<file path="config.mk">
export PLATFORM = sky130hd
export DESIGN_NAME = fifo_wr_arbiter
export DESIGN_NICKNAME = d
export VERILOG_FILES = /design/src/rtl/fifo_wr_arbiter.sv
export SDC_FILE = /design/constraint.sdc
export NUM_CORES = 1
export LEC_CHECK = 0
export ABC_AREA = 1
export CORE_MARGIN = 1.5
export CORE_UTILIZATION = 47
export CTS_BUF_LIST = sky130_fd_sc_hd__clkbuf_4 sky130_fd_sc_hd__clkbuf_8
export CTS_CLUSTER_SIZE = 28
export DETAILED_ROUTE_END_ITERATION = 6
export GPL_TIMING_DRIVEN = 0
export HOLD_SLACK_MARGIN = 0.1
export PLACE_DENSITY_LB_ADDON = 0.25
export SLEW_MARGIN = 25
export SYNTH_ARGS = -nofsm -noshare
export SYNTH_HDL_FRONTEND = slang
export SYNTH_SLANG_ARGS = --single-unit
</file>
<file path="constraint.sdc">
create_clock -name i_wr_clk -period 2.2 [get_ports i_wr_clk]
set_input_delay 0.44 -clock i_wr_clk [delete_from_list [all_inputs] [get_ports i_wr_clk]]
set_output_delay 0.44 -clock i_wr_clk [all_outputs]
set_load 0.02 [all_outputs]
</file>
<file path="src/rtl/fifo_wr_arbiter.sv">
// Round-robin, burst-based arbiter that shares the async FIFO write port among NUM_REQ
// producers in the write clock domain. The owner keeps the port for up to BURST_LEN beats.
module fifo_wr_arbiter #(
  parameter int unsigned NUM_REQ    = 4,
  parameter int unsigned Data_Width = 8,
  parameter int unsigned BURST_LEN  = 4,
  parameter int unsigned STALL_W    = 16,
  localparam int unsigned CntW      = $clog2(BURST_LEN + 1)
) (
  input  logic                          i_wr_clk,
  input  logic                          i_wr_rstn,
  input  logic [NUM_REQ-1:0]            i_req,
  input  logic [NUM_REQ*Data_Width-1:0] i_req_data,
  output logic [NUM_REQ-1:0]            o_ack,
  output logic [NUM_REQ-1:0]            o_gnt,
  input  logic                          i_full,
  output logic                          o_wr_en,
  output logic [Data_Width-1:0]         o_data_in,
  output logic                          o_busy,
  output logic [CntW-1:0]               o_beat_cnt,
  output logic [STALL_W-1:0]            o_stall_cnt
);

  localparam int unsigned PtrW = (NUM_REQ > 1) ? $clog2(NUM_REQ) : 1;

  typedef enum logic {StIdle, StBurst} state_e;

  state_e             r_state;
  logic [NUM_REQ-1:0] r_gnt;
  logic [PtrW-1:0]    r_rr_ptr;
  logic [CntW-1:0]    r_beat_cnt;
  logic [STALL_W-1:0] r_stall_cnt;

  logic [PtrW-1:0]    w_owner_idx;
  logic               w_owner_req;
  logic               w_busy;
  logic               w_beat;
  logic               w_stall;
  logic               w_last_beat;
  logic               w_end;
  logic [PtrW-1:0]    w_next_ptr;
  logic [PtrW-1:0]    w_arb_ptr;
  logic [NUM_REQ-1:0] w_arb_mask;
  logic               w_win_vld;
  logic [NUM_REQ-1:0] w_win_oh;

  assign w_busy      = (r_state == StBurst);
  assign w_owner_req = |(i_req & r_gnt);
  assign w_beat      = w_busy && w_owner_req && !i_full;
  assign w_stall     = w_busy && w_owner_req && i_full;
  assign w_last_beat = w_beat && (r_beat_cnt == CntW'(BURST_LEN - 1));
  // A burst ends on its final beat or as soon as the owner stops requesting; full never ends it.
  assign w_end       = w_busy && (w_last_beat || !w_owner_req);
  assign w_next_ptr  = (w_owner_idx == PtrW'(NUM_REQ - 1)) ? '0 : w_owner_idx + 1'b1;

  // Encode the one-hot grant into the owner index.
  always_comb begin
    w_owner_idx = '0;
    for (int i = 0; i < NUM_REQ; i++) begin
      if (r_gnt[i]) w_owner_idx = PtrW'(i);
    end
  end

  // Round-robin pick: first masked request at or after the pointer, wrapping.
  // At burst end the old owner is masked out and the search starts just past it.
  always_comb begin
    int unsigned v_idx;
    w_arb_ptr  = w_busy ? w_next_ptr : r_rr_ptr;
    w_arb_mask = w_busy ? (i_req & ~r_gnt) : i_req;
    w_win_vld  = 1'b0;
    w_win_oh   = '0;
    v_idx      = 0;
    for (int k = 0; k < NUM_REQ; k++) begin
      v_idx = int'(w_arb_ptr) + k;
      if (v_idx >= NUM_REQ) v_idx = v_idx - NUM_REQ;
      if (!w_win_vld && w_arb_mask[v_idx]) begin
        w_win_vld       = 1'b1;
        w_win_oh[v_idx] = 1'b1;
      end
    end
  end

  // Write-side outputs are gated by the registered grant, so reset drops them immediately.
  always_comb begin
    o_wr_en   = w_beat;
    o_ack     = w_beat ? r_gnt : '0;
    o_data_in = '0;
    if (w_beat) o_data_in = i_req_data[w_owner_idx*Data_Width +: Data_Width];
  end

  // Arbiter FSM: grant, round-robin pointer, beat and saturating stall counters.
  always_ff @(posedge i_wr_clk or negedge i_wr_rstn) begin
    if (!i_wr_rstn) begin
      r_state     <= StIdle;
      r_gnt       <= '0;
      r_rr_ptr    <= '0;
      r_beat_cnt  <= '0;
      r_stall_cnt <= '0;
    end else begin
      if (w_stall && (r_stall_cnt != '1)) r_stall_cnt <= r_stall_cnt + 1'b1;
      case (r_state)
        StIdle: begin
          if (w_win_vld) begin
            r_state    <= StBurst;
            r_gnt      <= w_win_oh;
            r_beat_cnt <= '0;
          end
        end
        StBurst: begin
          if (w_end) begin
            r_rr_ptr   <= w_next_ptr;
            r_beat_cnt <= '0;
            if (w_win_vld) begin
              r_gnt <= w_win_oh;
            end else begin
              r_state <= StIdle;
              r_gnt   <= '0;
            end
          end else if (w_beat) begin
            r_beat_cnt <= r_beat_cnt + 1'b1;
          end
        end
        default: begin
          r_state <= StIdle;
          r_gnt   <= '0;
        end
      endcase
    end
  end

  assign o_gnt       = r_gnt;
  assign o_busy      = w_busy;
  assign o_beat_cnt  = r_beat_cnt;
  assign o_stall_cnt = r_stall_cnt;

endmodule
</file>
# --- Word-level counts from Yosys, hierarchy flattened ---
# Index checks and enable logic that the tools add are counted.
classes:
  add_sub_neg: 10
  n_lt_le_gt_ge: 12
  n_eq_ne: 6
  n_shift: 1
  mux: 47
  bitwise: 7
  n_reduce_logical: 23
ops:
  columns: ["cell", "n"]
  rows:
  - ["$ge 32x1->1 const B", 4]
  - ["$lt 32x3->1 const B", 4]
  - ["$mux 32", 4]
  - ["$mux 4", 9]
  - ["$shiftx 32x6->8", 1]
  - ["$add 16x1->16 const B", 1]
  - ["$ne 16x16->1 const B", 1]
  - ["$mux 1", 15]
  - ["$logic_and 1x1->1", 13]
  - ["$or 4x4->4", 3]
  - ["$sub 3x3->4 const B", 3]
  - ["$ge 3x3->1 const B", 3]
  - ["$mux 3", 3]
  - ["$and 4x4->4", 2]
  - ["$bmux 1 s2", 4]
  - ["$demux 1 s2", 4]
  - ["$mux 2", 4]
  - ["$mux 8", 1]
  - ["$pmux 4 s2", 1]
  - ["$add 2x2->3 const B", 2]
  - ["$pmux 3 s2", 1]
  - ["$reduce_and 2->1", 3]
  - ["$logic_not 1->1", 5]
  - ["$not 4->4", 1]
  - ["other kinds (14)", 14]
word_totals:
  register_bits: 26
  in_bits: 39
  out_inout_bits: 37
  word_cells: 111

# --- Depth between registers and ports, before layout ---
# Gate-level depths: netlist of the first run.
logic_depth:
  word_depth: 23
  mapped_depth: 15
  ltp_nobuf: 15

# --- Worst setup path after synthesis of the first run ---
# Ideal clock, no wire load.
synth_path:
  path_type: "flip-flop to output port"
  start: "register r_gnt[2] (netlist: o_gnt[2])"
  end: "output o_data_in[1]"
  arrival_ns: 1.966
  t_required_ns: 1.760
  path_slack_ns: -0.206
  path_stages_with_launch: 10
  path_buffers: 1
  cell_sequence: "dfrtp_1 inv_2 o22ai_1 inv_1 nand2_1 nand2_1 nor2_1 inv_1 clkbuf_1 a21oi_1"
synth_between:
  elab_chain_len: 5
  elab_cells_between_ends: 8
  cone_classes: "1 x shift; 3 x mux; 1 x bitwise; 3 x reduce/logical"
synth_lines:
  columns: ["element", "line", "source"]
  rows:
  - ["start, declared", "29", "logic [NUM_REQ-1:0] r_gnt;"]
  - ["start signal, assigned", "105", "r_gnt <= w_win_oh;"]
  - ["start signal, assigned", "114", "r_gnt <= w_win_oh;"]
  - ["$and 4x4->4", "48", "assign w_owner_req = |(i_req & r_gnt);"]
  - ["$reduce_or 4->1", "48", null]
  - ["$logic_and 1x1->1 (2 in a row)", "49", "assign w_beat = w_busy && w_owner_req && !i_full;"]
  - ["net o_wr_en", "17", "output logic o_wr_en,"]
  - ["$mux 8", "88", "if (w_beat) o_data_in = i_req_data[w_owner_idx*Data_Width +: Data_Width];"]
  - ["end, declared", "18", "output logic [Data_Width-1:0] o_data_in,"]
# The timed path passes the listed nets, and every way through them passes these cells.

# --- Worst setup path in the final report of the first run ---
layout_path:
  start: "input i_req[2]"
  end: "output o_data_in[3]"
layout_between:
  elab_chain_len: 5
layout_lines:
  columns: ["element", "line", "source"]
  rows:
  - ["start, declared", "12", "input logic [NUM_REQ-1:0] i_req,"]
  - ["$and 4x4->4", "48", null]
  - ["$reduce_or 4->1", "48", null]
  - ["$logic_and 1x1->1 (2 in a row)", "49", null]
  - ["$mux 8", "88", null]
# Every way passes these cells.

==> PnR_summary.wiki, run 1 <==
{| class="wikitable"
! Metric !! Value
|-
| Final worst path period need || 2.17 ns
|-
| CP bufs+invs || 6
|-
| Count of input and output buffers || 75
|-
| Wire length per cell || 14.0 um
|-
| Fin Clk Skew || 0.00433 ns
|-
| WS Path Type || input pin to output port
|-
| Accumulated negative setup slack || 0 ns
|-
| Violation count after the first detailed-route iteration || 239
|-
| Number of routed nets with antenna violations || 0
|-
| Initial DRT Pass Iterations || 7
|-
| Starting Density || 49.7%
|-
| CTS tree || done
|-
| Number of global-route vias before repair || 2418
|-
| Cell repeated most along the worst path || sky130_fd_sc_hd__nand2_4
|-
| Synth Register Bits || 26
|-
| Number of antenna violations at the first check in global routing || 0
|-
| First-pass GRT wire length || 10.6 mm
|-
| Global-route usage over all layers || 25.1%
|-
| Core area || 0.00444 sq mm
|-
| Number of max-capacitance violations reported || 0
|-
| Number of core rows || 24
|-
| Mux share of post-synthesis cell area || 0%
|-
| Commonest cells after routing, fill and taps aside || 66 x sky130_fd_sc_hd__nand2_1, 57 x sky130_fd_sc_hd__clkdlybuf4s50_1, 48 x sky130_fd_sc_hd__nor2_1
|-
| Most common cell after layout, fill and taps aside || sky130_fd_sc_hd__nand2_1
|-
| Type of the tightest min-delay check || input pin to async pin
|-
| Mean number of vias per cell || 5.36
|-
| Failing checks || design-rule violations
|-
| Area fraction of the dominant cell type after synthesis || 29.5%
|-
| Net count of the mapped netlist || 377
|-
| Final-layout fill cell count || 339
|-
| Post-DP HPWL || 4.55 mm
|-
| Slowest Stage Delay on Critical Path || 0.23 ns
|-
| Highest net fanout along the worst path || 5
|-
| Cell area after synthesis || 0.00221 sq mm
|-
| Remaining Overflow, GRT || 0
|-
| Synth Area in Adders || 5.67%
|-
| Max IR drop VDD || 627 uV
|-
| Max_slew headroom || 62.5%
|-
| Critical Path Start Type || input pin
|-
| Sequential area share after synthesis || 29.5%
|-
| Xor and xnor area share after synthesis || 5.55%
|-
| Antenna diode count || 0
|-
| Final worst path period share || 98.8%
|-
| Share of post-route cells with drive strength above 1 || 23.5%
|-
| # hold bufs at CTS || 0
|-
| Family with the most delay on the worst path || buffers and inverters
|-
| Pin count of the biggest net entering global routing || 27
|-
| Synth Area in Simple Gates || 42.1%
|-
| Cell variety after synth || 30
|-
| Overall die height || 71.5 um
|-
| Max-slew violation count || 0
|-
| Width of the die || 71.5 um
|-
| Ports || 76
|-
| Sinks on the clock net || 26
|-
| Least-Margin Pin Slew || 0.562 ns
|-
| CP required || 1.76 ns
|-
| Area leader, netlist || sky130_fd_sc_hd__dfrtp_1
|-
| YS warnings || 0
|-
| Maximum count of clock buffers along a single path || 2
|-
| Leakage || 1.60 nW
|-
| Worst path arrival time || 1.73 ns
|-
| Vias after detailed routing || 2555
|-
| Placed Area || 0.00306 sq mm
|-
| Total detailed-routing wirelength || 6.68 mm
|-
| Number of setup violations in the final report || 0
|-
| Layout Nets || 475
|-
| Tot Pwr || 0.00395 W
|-
| Total power density per cell area || 1180 mW/mm^2
|-
| CTS clk-pin slew, worst paths || 0.08 ns
|-
| Result of the run || complete, but fails checks
|-
| Synthesized area per cell || 6.73 sq um
|-
| Hold Vio Cnt, Final || 0
|-
| Capturing element type of the critical path || output port
|-
| F_max || 460 MHz
|-
| Leading post-synthesis cells by cell area || sky130_fd_sc_hd__dfrtp_1 29%, sky130_fd_sc_hd__nand2_1 12%, sky130_fd_sc_hd__nor2_1 9.2%, sky130_fd_sc_hd__nand3_1 7.7%, sky130_fd_sc_hd__inv_1 5.8%
|-
| Number of CTS-inserted buffers || 3
|-
| DRC errors left || 11
|-
| Compound-Gate Fraction of Synth Area || 8.84%
|-
| Clock H-tree levels || 1
|-
| Insertion delay to the later sink of the worst-skew pair || 0.27 ns
|-
| Critical path depth in cells || 11
|-
| Root Buffer Master || sky130_fd_sc_hd__clkbuf_8
|-
| Fin area || 0.00335 sq mm
|-
| Synth-to-Final Area Change || 51.6%
|-
| Cell chain of the critical path || dlygate4sd2_1 -> inv_1 -> o22ai_2 -> inv_2 -> nand2_4 -> nand2_4 -> nor2_4 -> inv_4 -> clkbuf_16 -> a21oi_2 -> buf_4
|-
| Cell with the biggest individual delay on the critical path || sky130_fd_sc_hd__dlygate4sd2_1
|-
| Largest family of logic cells by synthesized area || simple AND/OR/NAND/NOR gates
|-
| Die footprint || 0.00512 sq mm
|-
| Synthesized netlist cell count || 328
|-
| Number of cells traversed by the worst register-to-register path || 14
|-
| Gp weighted congestion || 0.924
|}
[cells by family after synthesis]
kind of cell	count (synthesis)
AO/OA/AOI/OAI	37
XOR/XNOR	14
adder cells (fa/ha/maj)	10
buffers and inverters	46
flip-flops	26
AND/OR/NAND/NOR	195
[final timing paths]
| path | startpoint | endpoint | slack [ns] |
|---|---|---|---|
| max | i_req[2] | o_data_in[3] | 0.03 |
| min | i_wr_rstn | o_stall_cnt[6] | 0.15 |
| max reg2reg | o_gnt[2] | o_gnt[1] | 0.12 |
| min reg2reg | r_rr_ptr[1] | r_rr_ptr[1] | 0.50 |
| max in group asynchronous | i_wr_rstn | o_gnt[3] | 1.65 |
| min in group i_wr_clk | r_rr_ptr[1] | r_rr_ptr[1] | 0.50 |
[through the flow]
step	util [%]	hold slack [ns]	worst slack, ns	cells
CTS	73.2	0.174	0.00438	471
global route	75.3	0.195	-0.0344	477
floorplan	-	0.144	-0.0200	328
detailed placement	68.8	0.470	-0.980	455
finish	75.3	0.155	0.0268	477
global placement	68.9	0.473	-0.946	455
[power breakdown]
part | internal, W | switching [W] | leakage (nW) | total [W]
Sequential | 0.000595 | 0.000114 | 0.323 | 0.000710
Clock | 0.000142 | 0.000143 | 0.0262 | 0.000285
Combinational | 0.00112 | 0.00183 | 1.25 | 0.00296
Total | 0.00186 | 0.00209 | 1.60 | 0.00395
[Yosys cell counts, drive strengths merged]
master / instances
a21oi: 10
buf: 3
clkbuf: 2
dfrtp: 26
ha: 10
inv: 41
nand2: 82
nand3: 38
nand4: 9
nor2: 56
nor3: 8
o21ai: 25
o22ai: 2
or2: 2
xnor2: 4
xor2: 10
[state kept, by name, summed over array words and instances, names as in the netlist]
signal       cells
o_stall_cnt     16
o_gnt            4
o_beat_cnt       3
r_rr_ptr         2
o_busy           1
[area by class of cell]
| class | count | area, sq um | area share [%] |
|---|---|---|---|
| Buffer | 5 | 62.6 | 1.87 |
| Timing Repair Buffer | 93 | 848 | 25.3 |
| Sequential cell | 26 | 654 | 19.6 |
| Multi-Input combinational cell | 256 | 1510 | 45.0 |
| Inverter | 41 | 161 | 4.82 |
| Clock buffer | 4 | 48.8 | 1.46 |
| Tap cell | 52 | 65.1 | 1.94 |
[worst register-to-register path: stages, from the launching register on]
cell and delay (ns):
sky130_fd_sc_hd__dfrtp_2 0.44, sky130_fd_sc_hd__inv_4 0.10, sky130_fd_sc_hd__nand2_4 0.07, sky130_fd_sc_hd__nand3_4 0.13, sky130_fd_sc_hd__nand2_8 0.12, sky130_fd_sc_hd__ha_4 0.30
sky130_fd_sc_hd__inv_1 0.06, sky130_fd_sc_hd__nand3_1 0.12, sky130_fd_sc_hd__nand2_4 0.10, sky130_fd_sc_hd__nor2_8 0.14, sky130_fd_sc_hd__nand3_2 0.11, sky130_fd_sc_hd__nand2_4 0.10
sky130_fd_sc_hd__nand2_2 0.07, sky130_fd_sc_hd__nand2_1 0.07, sky130_fd_sc_hd__nand2_1 0.05
[layer usage]
metal,part of all wire (%),routed length [um],GRT usage [%],up-vias
met4,0.70,47,5.45,0
li1,-,-,-,1256
met1,43,2860,33.7,1183
met3,9.3,624,3.23,6
met2,47,3150,43.5,110
met5,0,0,0,-
[what timing repair did]
item	4_1_cts	5_1_grt
endpoints found under the setup margin	20	20
pin swaps	5	4
gates resized for setup	85	19
cloned	1	0
setup buffers	11	6
Note: power is estimated with default switching activity, not from simulation.
==> run 2, diff against run 1 <==
--- a/config.mk
+++ b/config.mk
@@ -7,8 +7,8 @@
 export LEC_CHECK = 0
 export ABC_AREA = 1
 export CORE_MARGIN = 1.5
-export CORE_UTILIZATION = 47
-export CTS_BUF_LIST = sky130_fd_sc_hd__clkbuf_4 sky130_fd_sc_hd__clkbuf_8
+export CORE_UTILIZATION = 46
+export CTS_BUF_LIST = sky130_fd_sc_hd__clkbuf_16
 export CTS_CLUSTER_SIZE = 28
 export DETAILED_ROUTE_END_ITERATION = 6
 export GPL_TIMING_DRIVEN = 0
==> PnR_summary.wiki, run 2 (synthesis results as in run 1) <==
{| class="wikitable"
! Metric !! Value
|-
| Result of the run || complete, no violations
|-
| Hold Vio Cnt, Final || 0 (unchanged)
|-
| Ports || 76 (unchanged)
|-
| Total detailed-routing wirelength || 6.52 mm (-2.3%)
|-
| Share of post-route cells with drive strength above 1 || 22.3% (-1.2 points)
|-
| Max_slew headroom || 62.3% (-0.29 points)
|-
| Type of the tightest min-delay check || input pin to async pin
|-
| F_max || 467 MHz (+1.5%)
|-
| Global-route usage over all layers || 25.8% (+0.73 points)
|-
| Clock H-tree levels || 1 (unchanged)
|-
| Fin area || 0.00330 sq mm (-1.5%)
|-
| Overall die height || 72.3 um (+1.0%)
|-
| Starting Density || 47.4% (-2.3 points)
|-
| Number of CTS-inserted buffers || 3 (unchanged)
|-
| Root Buffer Master || sky130_fd_sc_hd__clkbuf_16
|-
| Cell chain of the critical path || inv_4 -> o22ai_2 -> inv_2 -> nand2_4 -> nand2_4 -> nor2_4 -> inv_2 -> clkbuf_8 -> a21oi_4 -> buf_6
|-
| Synth-to-Final Area Change || 49.2%
|-
| Count of input and output buffers || 75 (unchanged)
|-
| Leakage || 1.55 nW (-2.7%)
|-
| Width of the die || 72.3 um (+1.0%)
|-
| Vias after detailed routing || 2525 (-1.2%)
|-
| CTS tree || done
|-
| Final-layout fill cell count || 398 (+17%)
|-
| CTS clk-pin slew, worst paths || 0.06 ns (-0.02 ns)
|-
| # hold bufs at CTS || 0 (unchanged)
|-
| Sinks on the clock net || 26 (unchanged)
|-
| Commonest cells after routing, fill and taps aside || 66 x sky130_fd_sc_hd__nand2_1, 57 x sky130_fd_sc_hd__clkdlybuf4s50_1, 48 x sky130_fd_sc_hd__nor2_1
|-
| Layout Nets || 467 (-1.7%)
|-
| Capturing element type of the critical path || output port
|-
| Number of max-capacitance violations reported || 0 (unchanged)
|-
| Maximum count of clock buffers along a single path || 2 (unchanged)
|-
| First-pass GRT wire length || 10.7 mm (+0.97%)
|-
| Number of core rows || 25 (+4.2%)
|-
| Core area || 0.00466 sq mm (+4.9%)
|-
| Mean number of vias per cell || 5.36 (about the same)
|-
| Worst path arrival time || 1.70 ns (-0.03 ns)
|-
| Antenna diode count || 0 (unchanged)
|-
| Max-slew violation count || 0 (unchanged)
|-
| Cell with the biggest individual delay on the critical path || sky130_fd_sc_hd__dfrtp_2
|-
| Wire length per cell || 13.9 um (-1.1%)
|-
| Largest register FFs || 16 (unchanged)
|-
| Register-to-Register Setup Slack || 0.08 ns (-0.04 ns)
|-
| Fin Clk Skew || 0.00138 ns (-0.00294 ns)
|-
| Least-Margin Pin Slew || 0.566 ns (+0.00439 ns)
|-
| Final worst path period share || 97.3% (-1.5 points)
|-
| Pin count of the biggest net entering global routing || 27 (unchanged)
|-
| Highest net fanout along the worst path || 5 (unchanged)
|-
| Slowest Stage Delay on Critical Path || 0.44 ns (+0.21 ns)
|-
| Number of antenna violations at the first check in global routing || 0 (unchanged)
|-
| Max IR drop VDD || 612 uV (-2.4%)
|-
| Violation count after the first detailed-route iteration || 153 (-36%)
|-
| DRC errors left || 0 (-11)
|-
| Gp weighted congestion || 0.848 (-8.2%)
|-
| Initial DRT Pass Iterations || 5 (-2)
|-
| Final worst path period need || 2.14 ns (-0.0331 ns)
|-
| Total power density per cell area || 1210 mW/mm^2 (+2.3%)
|-
| Number of global-route vias before repair || 2334 (-3.5%)
|-
| Accumulated negative setup slack || 0 ns (unchanged)
|-
| Placed Area || 0.00306 sq mm (about the same)
|-
| Number of setup violations in the final report || 0 (unchanged)
|-
| Most common cell after layout, fill and taps aside || sky130_fd_sc_hd__nand2_1
|-
| Post-DP HPWL || 4.69 mm (+3.1%)
|-
| CP required || 1.76 ns (about the same)
|-
| WS Path Type || flop to output port
|-
| Remaining Overflow, GRT || 0 (unchanged)
|-
| Critical Path Start Type || flop
|-
| Insertion delay to the later sink of the worst-skew pair || 0.26 ns (about the same)
|-
| Number of routed nets with antenna violations || 0 (unchanged)
|-
| Die footprint || 0.00523 sq mm (+2.1%)
|}
## run 2: cell count changes in the layout (fill, tap and decap cells not counted), sizes merged
cell / change
buf: -8
clkinv: +1
clkdlybuf4s15: -1
clkbuf: -1
dlygate4sd2: +1
## run 2: through the flow
stage / total power [W] / worst slack, ns / cells / utilization, % / hold slack, ns
after detailed placement: 0.00325 / -0.877 / 457 / 65.6 / 0.474
after floorplan: 0.00252 / -0.0200 / 328 / - / 0.144
after global placement: 0.00320 / -0.864 / 457 / 65.7 / 0.473
final: 0.00398 / 0.0598 / 471 / 70.7 / 0.168
after CTS: 0.00382 / 0.00590 / 467 / 69.4 / 0.192
after global routing: 0.00431 / -0.0571 / 471 / 70.7 / 0.206
## run 2: area by class of cell
type / count / area (sq um) / share of cell area [%]
multi-input combinational: 256 / 1490 / 45.2
timing repair buffer: 85 / 790 / 24.0
sequential: 26 / 656 / 19.9
inverter: 41 / 161 / 4.90
clock buffer: 3 / 75.1 / 2.28
tap: 54 / 67.6 / 2.05
buffer: 5 / 52.6 / 1.59
clock inverter: 1 / 3.75 / 0.114
## run 2: critical path: cells and delay by family, from the launching register on
kind                   cells  cell delay [ns]
AO/OA/AOI/OAI              2             0.26
buffers and inverters      5             0.50
flip-flops                 1             0.44
AND/OR/NAND/NOR            3             0.26
## run 2: power breakdown
part	total, W	switching (W)	internal [W]
sequential	0.000735	0.000138	0.000598
clock	0.000399	0.000156	0.000243
combinational	0.00284	0.00176	0.00108
total	0.00398	0.00206	0.00192
## run 2: layer usage
layer / wire length, um / global-route usage [%] / up-vias
met2: 3230 / 44.4 / 99
met3: 410 / 3.89 / 25
met1: 2690 / 33.1 / 1162
li1: - / - / 1239
met4: 201 / 9.01 / 0
met5: 0 / 0 / -
## run 2: worst paths after layout
| kind | startpoint | to | cells past startpoint |
|---|---|---|---|
| min reg2reg | o_stall_cnt[12] | o_stall_cnt[12] | 1 |
| max | o_gnt[2] | o_data_in[4] | 10 |
| max in group asynchronous | i_wr_rstn | o_gnt[3] | 1 |
| min in group i_wr_clk | o_stall_cnt[12] | o_stall_cnt[12] | 1 |
| max reg2reg | o_gnt[2] | o_beat_cnt[1] | 14 |
| min | i_wr_rstn | o_stall_cnt[10] | 1 |
## run 2: timing repair
item                       CTS  global route
setup endpoints to repair   20            19
buffers inserted             5             4
pin swaps                    4             4
gates resized for setup     83            17
cloned                       1             0
==> run 3, diff against run 2 <==
--- a/config.mk
+++ b/config.mk
@@ -6,6 +6,7 @@
 export NUM_CORES = 1
 export LEC_CHECK = 0
 export ABC_AREA = 1
+export CAP_MARGIN = 25
 export CORE_MARGIN = 1.5
 export CORE_UTILIZATION = 46
 export CTS_BUF_LIST = sky130_fd_sc_hd__clkbuf_16
==> constraint.sdc (replaced) <==
create_clock -name i_wr_clk -period 2 [get_ports i_wr_clk]
set_input_delay 0.4 -clock i_wr_clk [delete_from_list [all_inputs] [get_ports i_wr_clk]]
set_output_delay 0.4 -clock i_wr_clk [all_outputs]
set_load 0.02 [all_outputs]
==> PnR_summary.wiki, run 3 (synthesis results as in run 1) <==
{| class="wikitable"
! Metric !! Value
|-
| CP bufs+invs || 5 (unchanged)
|-
| Count of input and output buffers || 75 (unchanged)
|-
| Post-DP HPWL || 4.65 mm (-0.88%)
|-
| Number of setup violations in the final report || 9 (+9)
|-
| CP required || 1.60 ns (-0.16 ns)
|-
| Max-slew violation count || 0 (unchanged)
|-
| Final WS setup || -0.0465 ns (-0.106 ns)
|-
| Final worst path period share || 102%
|-
| F_max || 489 MHz
|-
| Maximum count of clock buffers along a single path || 2 (unchanged)
|-
| Vias after detailed routing || 2580 (+2.2%)
|-
| Layout Nets || 487 (+4.3%)
|-
| Max IR drop VDD || 870 uV (+42%)
|-
| Core area || 0.00466 sq mm (unchanged)
|-
| Ports || 76 (unchanged)
|-
| Least-Margin Pin Slew || 0.578 ns (+0.0115 ns)
|-
| RSZ-0062 raised after global routing || true
|-
| DRC errors left || 0 (unchanged)
|-
| Starting Density || 47.4% (unchanged)
|-
| Result of the run || complete, but fails checks
|-
| Remaining Overflow, GRT || 0 (unchanged)
|-
| Total detailed-routing wirelength || 6.97 mm (+6.9%)
|-
| Root Buffer Master || sky130_fd_sc_hd__clkbuf_16
|-
| Slowest Stage Delay on Critical Path || 0.39 ns (-0.05 ns)
|-
| Post-layout util || 78.4% (+7.7 points)
|-
| Overall die height || 72.3 um (unchanged)
|-
| Number of routed nets with antenna violations || 0 (unchanged)
|-
| Family with the most delay on the worst path || buffers and inverters
|-
| First-pass GRT wire length || 11.0 mm (+3.1%)
|-
| CTS clk-pin slew, worst paths || 0.06 ns (about the same)
|-
| Number of max-capacitance violations reported || 0 (unchanged)
|-
| Synth-to-Final Area Change || 65.4%
|-
| Leakage || 1.69 nW (+8.6%)
|-
| Commonest cells after routing, fill and taps aside || 61 x sky130_fd_sc_hd__nand2_1, 57 x sky130_fd_sc_hd__clkdlybuf4s50_1, 47 x sky130_fd_sc_hd__nor2_1
|-
| Mean number of vias per cell || 5.25 (-2.0%)
|-
| Violation count after the first detailed-route iteration || 223 (+46%)
|-
| Cell with the biggest individual delay on the critical path || sky130_fd_sc_hd__dfrtp_2
|-
| Pin count of the biggest net entering global routing || 27 (unchanged)
|-
| Worst r2r src || o_gnt[1]
|-
| Total power density per cell area || 1410 mW/mm^2 (+17%)
|-
| Wire length per cell || 14.2 um (+2.5%)
|-
| Number of CTS-inserted buffers || 3 (unchanged)
|-
| Hold Vio Cnt, Final || 0 (unchanged)
|-
| Number of core rows || 25 (unchanged)
|-
| Placed Area || 0.00317 sq mm (+3.5%)
|-
| Highest net fanout along the worst path || 5 (unchanged)
|-
| Most common cell after layout, fill and taps aside || sky130_fd_sc_hd__nand2_1
|-
| Failing checks || negative setup slack
|-
| Sinks on the clock net || 26 (unchanged)
|-
| Fin area || 0.00365 sq mm (+11%)
|-
| Max_slew headroom || 61.5% (-0.76 points)
|-
| Die footprint || 0.00523 sq mm (unchanged)
|-
| Share of post-route cells with drive strength above 1 || 29.1% (+6.8 points)
|-
| Type of the tightest min-delay check || input pin to async pin
|-
| Capturing element type of the critical path || output port
|-
| Global-route usage over all layers || 26.2% (+0.40 points)
|-
| WS Path Type || flop to output port
|-
| Number of cells traversed by the worst register-to-register path || 14 (unchanged)
|-
| Clock H-tree levels || 1 (unchanged)
|-
| Accumulated negative setup slack || -0.274 ns (-0.274 ns)
|-
| Antenna diode count || 0 (unchanged)
|-
| Worst path arrival time || 1.65 ns (-0.05 ns)
|-
| Largest register FFs || 16 (unchanged)
|-
| Fin Clk Skew || 0.00123 ns (-0.000150 ns)
|-
| Number of antenna violations at the first check in global routing || 0 (unchanged)
|-
| Destination of the worst register-to-register timing path || o_gnt[0]
|-
| Cell chain of the critical path || inv_4 -> o22ai_2 -> inv_2 -> nand2_4 -> nand2_4 -> nor2_4 -> inv_4 -> clkbuf_16 -> a21oi_4 -> buf_6
|-
| # hold bufs at CTS || 0 (unchanged)
|-
| Critical Path Start Type || flop
|-
| Register-to-Register Setup Slack || -0.01 ns (-0.09 ns)
|-
| CTS tree || done
|-
| Number of global-route vias before repair || 2475 (+6.0%)
|-
| Insertion delay to the later sink of the worst-skew pair || 0.26 ns (about the same)
|-
| Width of the die || 72.3 um (unchanged)
|-
| Gp weighted congestion || 0.833 (-1.8%)
|-
| Final worst path period need || 2.05 ns
|-
| Initial DRT Pass Iterations || 4 (-1)
|}
==> run 3: repair_timing <==
action / in CTS / in global routing
setup buffers: 17 / 12
gates resized for setup: 103 / 36
setup endpoints to repair: 20 / 20
cloned: 1 / 0
pin swaps: 8 / 16
==> run 3: report_power, final <==
group	switching, W	total [W]	internal [W]
logic	0.00230	0.00393	0.00164
clock network	0.000172	0.000440	0.000267
registers	0.000128	0.000786	0.000657
total	0.00260	0.00516	0.00256
==> run 3: layout make-up <==
class | instances | area (sq um)
Fill cell | 313 | 1010
Timing Repair Buffer | 105 | 998
Clock inverter | 1 | 3.75
Buffer | 5 | 63.8
Multi-Input combinational cell | 256 | 1620
Sequential cell | 26 | 656
Clock buffer | 3 | 75.1
Inverter | 41 | 169
Tap cell | 54 | 67.6
==> run 3: worst max-delay path by stage <==
| stage | start | to | slack (ns) | depth (start not counted) |
|---|---|---|---|---|
| 2_1_floorplan | o_gnt[1] | o_data_in[1] | 0.004 | 9 |
| 3_3_place_gp | i_req[0] | o_data_in[1] | -0.96 | 11 |
| 3_5_place_dp | i_req[0] | o_data_in[1] | -0.97 | 11 |
| 4_1_cts | o_gnt[2] | o_data_in[1] | -0.08 | 10 |
| 5_1_grt | o_gnt[2] | o_data_in[4] | -0.12 | 10 |
| 6_report | o_gnt[2] | o_data_in[4] | -0.05 | 10 |
==> run 3: metal layers <==
metal  GRT usage, %  wire length (um)
met5              0                 0
met4           9.43               142
met3           1.94               330
met2           47.2              3570
met1           33.0              2930
==> run 3: worst reg2reg max path: stages (launching register included) <==
cell,delay [ns]
sky130_fd_sc_hd__dfrtp_2,0.43
sky130_fd_sc_hd__buf_6,0.13
sky130_fd_sc_hd__buf_4,0.17
sky130_fd_sc_hd__a21oi_2,0.19
sky130_fd_sc_hd__inv_1,0.09
sky130_fd_sc_hd__nand3_1,0.10
sky130_fd_sc_hd__nand3_2,0.11
sky130_fd_sc_hd__nand2_4,0.13
sky130_fd_sc_hd__nor2_8,0.05
sky130_fd_sc_hd__buf_4,0.13
sky130_fd_sc_hd__buf_4,0.13
sky130_fd_sc_hd__nand4_1,0.06
sky130_fd_sc_hd__nand2_1,0.06
sky130_fd_sc_hd__nand2_1,0.06
sky130_fd_sc_hd__nand2_1,0.05
==> run 3: metrics by stage <==
stage,power [W],instances,setup WS [ns],hold WS (ns)
2_1_floorplan,0.00292,328,0.00358,0.104
3_3_place_gp,0.00367,457,-0.956,0.472
3_5_place_dp,0.00374,457,-0.966,0.432
4_1_cts,0.00457,479,-0.0759,0.146
5_1_grt,0.00553,491,-0.117,0.194
6_report,0.00516,491,-0.0465,0.136
